==> src/rtl/multi_cycle_control_fsm.sv <==
// Control sequencer for the multi-cycle RV32I datapath: walks each instruction
// through IF/ID/EX/MEM/WB/BR, decodes datapath selects and counts retirements.
module multi_cycle_control_fsm (
  input  logic        clk,
  input  logic        reset_n,
  input  logic [6:0]  opcode,
  input  logic        mem_ready,
  input  logic        alu_bcond,
  input  logic        halt_cond,
  output logic        pc_write,
  output logic        pc_source,
  output logic        i_or_d,
  output logic        mem_read,
  output logic        mem_write,
  output logic        ir_write,
  output logic        mdr_write,
  output logic        reg_write,
  output logic        mem_to_reg,
  output logic        alu_src_a,
  output logic [1:0]  alu_src_b,
  output logic [1:0]  alu_op,
  output logic        is_ecall,
  output logic        halted,
  output logic [2:0]  state,
  output logic [31:0] retired_count
);

  localparam logic [2:0] StIf   = 3'd0;
  localparam logic [2:0] StId   = 3'd1;
  localparam logic [2:0] StEx   = 3'd2;
  localparam logic [2:0] StMem  = 3'd3;
  localparam logic [2:0] StWb   = 3'd4;
  localparam logic [2:0] StBr   = 3'd5;
  localparam logic [2:0] StHalt = 3'd6;

  localparam logic [6:0] OpR      = 7'b0110011;
  localparam logic [6:0] OpI      = 7'b0010011;
  localparam logic [6:0] OpLoad   = 7'b0000011;
  localparam logic [6:0] OpStore  = 7'b0100011;
  localparam logic [6:0] OpBranch = 7'b1100011;
  localparam logic [6:0] OpJal    = 7'b1101111;
  localparam logic [6:0] OpJalr   = 7'b1100111;
  localparam logic [6:0] OpSystem = 7'b1110011;

  logic [2:0]  state_q, state_d;
  logic [31:0] retired_q;

  always_comb begin
    state_d    = state_q;
    pc_write   = 1'b0;
    pc_source  = 1'b0;
    i_or_d     = 1'b0;
    mem_read   = 1'b0;
    mem_write  = 1'b0;
    ir_write   = 1'b0;
    mdr_write  = 1'b0;
    reg_write  = 1'b0;
    mem_to_reg = 1'b0;
    alu_src_a  = 1'b0;
    alu_src_b  = 2'b00;
    alu_op     = 2'b00;
    is_ecall   = 1'b0;
    halted     = 1'b0;
    // Outputs are forced low for the whole time reset is held.
    if (!reset_n) begin
      state_d = StIf;
    end else begin
      case (state_q)
        StIf: begin
          mem_read = 1'b1;
          if (mem_ready) begin
            ir_write = 1'b1;
            state_d  = StId;
          end
        end
        StId: begin
          alu_src_b = 2'b01;
          state_d   = StEx;
          if (opcode == OpSystem) begin
            is_ecall = 1'b1;
            if (halt_cond) state_d = StHalt;
          end
        end
        StEx: begin
          alu_src_a = 1'b1;
          case (opcode)
            OpR: begin
              alu_op  = 2'b10;
              state_d = StWb;
            end
            OpI: begin
              alu_src_b = 2'b10;
              alu_op    = 2'b11;
              state_d   = StWb;
            end
            OpLoad, OpStore: begin
              alu_src_b = 2'b10;
              state_d   = StMem;
            end
            OpBranch: begin
              alu_op = 2'b01;
              if (alu_bcond) begin
                state_d = StBr;
              end else begin
                pc_write  = 1'b1;
                pc_source = 1'b1;
                state_d   = StIf;
              end
            end
            OpJal, OpJalr: begin
              alu_src_a = (opcode == OpJalr);
              alu_src_b = 2'b10;
              reg_write = 1'b1;
              pc_write  = 1'b1;
              state_d   = StIf;
            end
            default: begin
              alu_src_a = 1'b0;
              alu_src_b = 2'b01;
              pc_write  = 1'b1;
              state_d   = StIf;
            end
          endcase
        end
        StMem: begin
          i_or_d    = 1'b1;
          mem_read  = (opcode == OpLoad);
          mem_write = (opcode != OpLoad);
          if (mem_ready) begin
            if (opcode == OpLoad) begin
              mdr_write = 1'b1;
              state_d   = StWb;
            end else begin
              alu_src_b = 2'b01;
              pc_write  = 1'b1;
              state_d   = StIf;
            end
          end
        end
        StWb: begin
          reg_write  = 1'b1;
          mem_to_reg = (opcode == OpLoad);
          alu_src_b  = 2'b01;
          pc_write   = 1'b1;
          state_d    = StIf;
        end
        StBr: begin
          alu_src_b = 2'b10;
          pc_write  = 1'b1;
          state_d   = StIf;
        end
        StHalt: begin
          halted = 1'b1;
        end
        default: state_d = StIf;
      endcase
    end
  end

  always_ff @(posedge clk or negedge reset_n) begin
    if (!reset_n) begin
      state_q   <= StIf;
      retired_q <= 32'd0;
    end else begin
      state_q <= state_d;
      if (pc_write) retired_q <= retired_q + 32'd1;
    end
  end

  assign state         = state_q;
  assign retired_count = retired_q;

endmodule

==> config.mk <==
export PLATFORM = sky130hd
export DESIGN_NAME = multi_cycle_control_fsm
export DESIGN_NICKNAME = d
export VERILOG_FILES = /design/src/rtl/multi_cycle_control_fsm.sv
export SDC_FILE = /design/constraint.sdc
export NUM_CORES = 1
export LEC_CHECK = 0
export ABC_AREA = 1
export ABC_CLOCK_PERIOD_IN_PS = 1500
export CAP_MARGIN = 20
export CORE_AREA = 8 8 84 78
export DETAILED_ROUTE_END_ITERATION = 7
export DIE_AREA = 0 0 92 86
export DONT_BUFFER_PORTS = 1
export PLACE_DENSITY_LB_ADDON = 0.25
export SYNTH_ARGS = -nofsm -noshare
export SYNTH_HDL_FRONTEND = slang
export SYNTH_SLANG_ARGS = --single-unit
export TNS_END_PERCENT = 1
==> constraint.sdc <==
create_clock -name clk -period 1.5 [get_ports clk]
set_input_delay 0.225 -clock clk [delete_from_list [all_inputs] [get_ports clk]]
set_output_delay 0.225 -clock clk [all_outputs]
set_load 0.01 [all_outputs]
==> summary.txt <==
GRT
  • Via count of the first global-routing pass: 3103
  • First-pass GRT wire length: 15050 µm
  • Number of antenna violations at the first check in global routing: 0
  • Total routing usage reported by global routing: 23.33%
  • Leftover overflow at the end of global routing: 0
  • Largest net degree at the start of global routing: 39

Timing
  • Final-report hold violation count: 0
  • RSZ-0062 raised after global routing: yes
  • Setup violations, final: 44
  • Remaining max-slew budget at the tightest pin: 70.17%
  • Period minus WS final: 1759 ps
  • Max Freq: 568.7 MHz
  • Worst Slack Setup Final: -258.5 ps
  • Max-slew violation count: 0
  • Final critical-path share of the clock period: 117.2%
  • Layout Skew: 4.637 ps
  • Worst Tran Pin Value: 444.1 ps

Hold path
  • Hold depth: 2
  • Class of the tightest hold or removal check: in2reg

Yosys
  • Area share of the leading cell type in the synthesized netlist: 30.47%
  • Yosys synthesis warning count: 0
  • Number of flops mapped to enable cells by yosys: 0
  • Gate count after technology mapping: 453
  • Post-synth top flop: dfrtp_1
  • Sequential-to-total area share from yosys stat: 30.47%
  • Synthesized area per cell: 6.344 µm²
  • Net count of the mapped netlist: 466
  • Number of storage elements in the synthesis netlist: 35
  • Main area contributors after synthesis: dfrtp_1 30%, nand2_1 21%, nand3_1 10%, nor2_1 7.4%, nand2_2 7.2%
  • Synth area leader: dfrtp_1
  • Total standard cell area after synthesis: 2874 µm²
  • Number of library cell types mapped by synthesis: 32
  • Async SR Flop Fraction: 100.0%

Layout
  • Cell area after layout: 3774 µm²
  • Area taken by multi-input logic gates: 1883 µm²
  • Commonest cells after routing, fill and taps aside: 158 x nand2_1, 70 x buf_4, 57 x nand3_1, 48 x nor2_1, 37 x nand2_2
  • Layout cells sized above 1: 33.02%
  • Antenna fix cells: 0
  • Most frequent standard cell in the layout excluding fill and tap cells: nand2_1
  • Area of all sequential standard cells: 880.8 µm²
  • Layout Utilization: 73.56%
  • Area growth from synthesis to layout: 31.30%
  • Layout Nets: 545
  • Fill count: 445

Floorplan
  • Die Y-Extent: 86 µm
  • DIE WIDTH: 92 µm
  • Boundary Pins: 63
  • Placement Rows: 25
  • DIE AREA: 7912 µm²
  • Core ar.: 5130 µm²
  • Initial Util: 56.02%

Power and ir drop
  • Combinational cell fraction of total power: 29.1%
  • Cell area power density: 656.5 nW/µm²
  • Internal power: 0.001609 W
  • Switching power: 0.0008683 W
  • Sequential Power Share: 42.9%
  • Net Sw Frac: 35.05%
  • VDD IR max: 0.0005862 V
  • Share of total power in the clock network: 28.0%
  • Leakage component of the power: 1.755 nW

Place
  • DP Worst Slack: -27.38 ps
  • Final weighted congestion in routability-driven placement: 0.9776
  • Dpl hpwl: 6548 µm
  • Instance area at placement: 3412 µm²
  • PortBufs: 0

Clock tree
  • Clk sink count: 35
  • Max H-tree Level: 2
  • CTS tree: done
  • Cell at the root of the clock tree: clkbuf_8
  • Cts bufs inserted: 5
  • Buffer depth of the longest clock path: 2
  • Later-pin clock latency in the skew report: 300 ps
  • CTS clk-pin slew, worst paths: 80 ps

Detailed routing
  • 1st-pass router iterations: 5
  • Via density per instance: 5.423
  • Routed Antenna Nets: 0
  • Total DRC errors in the routed layout: 0
  • Total Wirelength: 9354 µm
  • Routed length per instance: 15.59 µm
  • Via count: 3254
  • First DRT Iteration DRCs: 193

Critical path
  • Worst endpoint data arrival time: 1530 ps
  • Worst Path Class, Setup: reg2out
  • Register-to-Register Path Depth: 9
  • Endpoint class of the critical path: output port
  • CP Launch Type: register
  • CP max FO: 5
  • Required time of the critical path: 1270 ps

Outcome
  • Run status: complete, but fails checks
  • Violations in the final reports: setup timing

Flow run
  • Maxcap violations: 0
-- area by class of cell --
type	count	share of cell area [%]
Clock buffer	5	1.824
Timing Repair Buffer	82	18.17
Inverter	41	4.145
Multi-Input combinational cell	367	49.90
Tap cell	67	2.221
Sequential cell	35	23.34
Clock inverter	3	0.3979
-- synthesized netlist by cell type, drive strengths merged (2+ instances only) --
master	count
nand2	199
nor2	66
nand3	62
inv	40
dfrtp	35
o21ai	10
xnor2	9
buf	7
nor3	6
a21oi	3
clkbuf	3
a21boi	2
a31oi	2
nand4	2
xor2	2
-- power by group through the flow --
stage	combinational, W	sequential (W)	clock, W
after floorplan	0.000351	0.00113	0
after global placement	0.000595	0.00107	0
after detailed placement	0.000591	0.00107	0
after CTS	0.000699	0.00106	0.000711
after global routing	0.000788	0.00107	0.000748
final	0.000721	0.00106	0.000693
-- worst max-delay path, stage by stage, from the launching register on --
cell	delay (ps)
dfrtp_2	490
buf_4	170
nor2_2	180
nand2_1	100
a31oi_2	290
-- through the flow --
stage	hold slack, ps	cells	setup TNS [ps]	total power (W)
6_report	73.09	600	-4353	0.002477
5_1_grt	64.33	600	-7070	0.002605
4_1_cts	63.67	600	-3104	0.002468
3_5_place_dp	-68.09	580	-220.2	0.001663
3_3_place_gp	-68.44	580	0	0.001663
2_1_floorplan	-70.59	453	-4.103	0.001478
-- cell families after synthesis --
| logic type | count (synthesis) | share of synthesized area, % |
|---|---|---|
| AND/OR/NAND/NOR | 337 | 53.07 |
| buffers and inverters | 51 | 8.794 |
| flip-flops | 35 | 30.47 |
| AO/OA/AOI/OAI | 18 | 3.874 |
| XOR/XNOR | 11 | 3.352 |
| adder cells (fa/ha/maj) | 1 | 0.4353 |
-- registers in the layout, indices dropped and copies added, names as in the netlist --
register and cells:
state 3, retired_count 32
-- final timing paths --
kind	endpoint	slack [ps]	from
setup / recovery	alu_src_b[1]	-260	state[1]
hold / removal	retired_count[5]	70	reset_n
setup reg to reg	retired_count[26]	-110	state[1]
hold reg to reg	retired_count[31]	610	retired_count[31]
max in group asynchronous	state[0]	900	reset_n
min in group asynchronous	retired_count[0]	390	reset_n
-- timing repair --
item,CTS,global route
resized for setup,36,16
hold buffers,2,0
endpoints found under the hold margin,35,0
pin swaps,17,4
setup endpoints to repair,35,47
buffers inserted,10,0
-- routing by layer --
| layer | share of wire (%) | wire length [µm] | GRT usage (%) | vias to the layer above |
|---|---|---|---|---|
| met5 | 0 | 0 | 0 | - |
| met4 | 2.4 | 229 | 8.626 | 0 |
| met3 | 6.5 | 604 | 5.410 | 24 |
| met2 | 48 | 4523 | 39.22 | 133 |
| met1 | 43 | 3996 | 28.28 | 1517 |
| li1 | - | - | - | 1580 |
No activity file was read; power rests on OpenSTA's default activity.
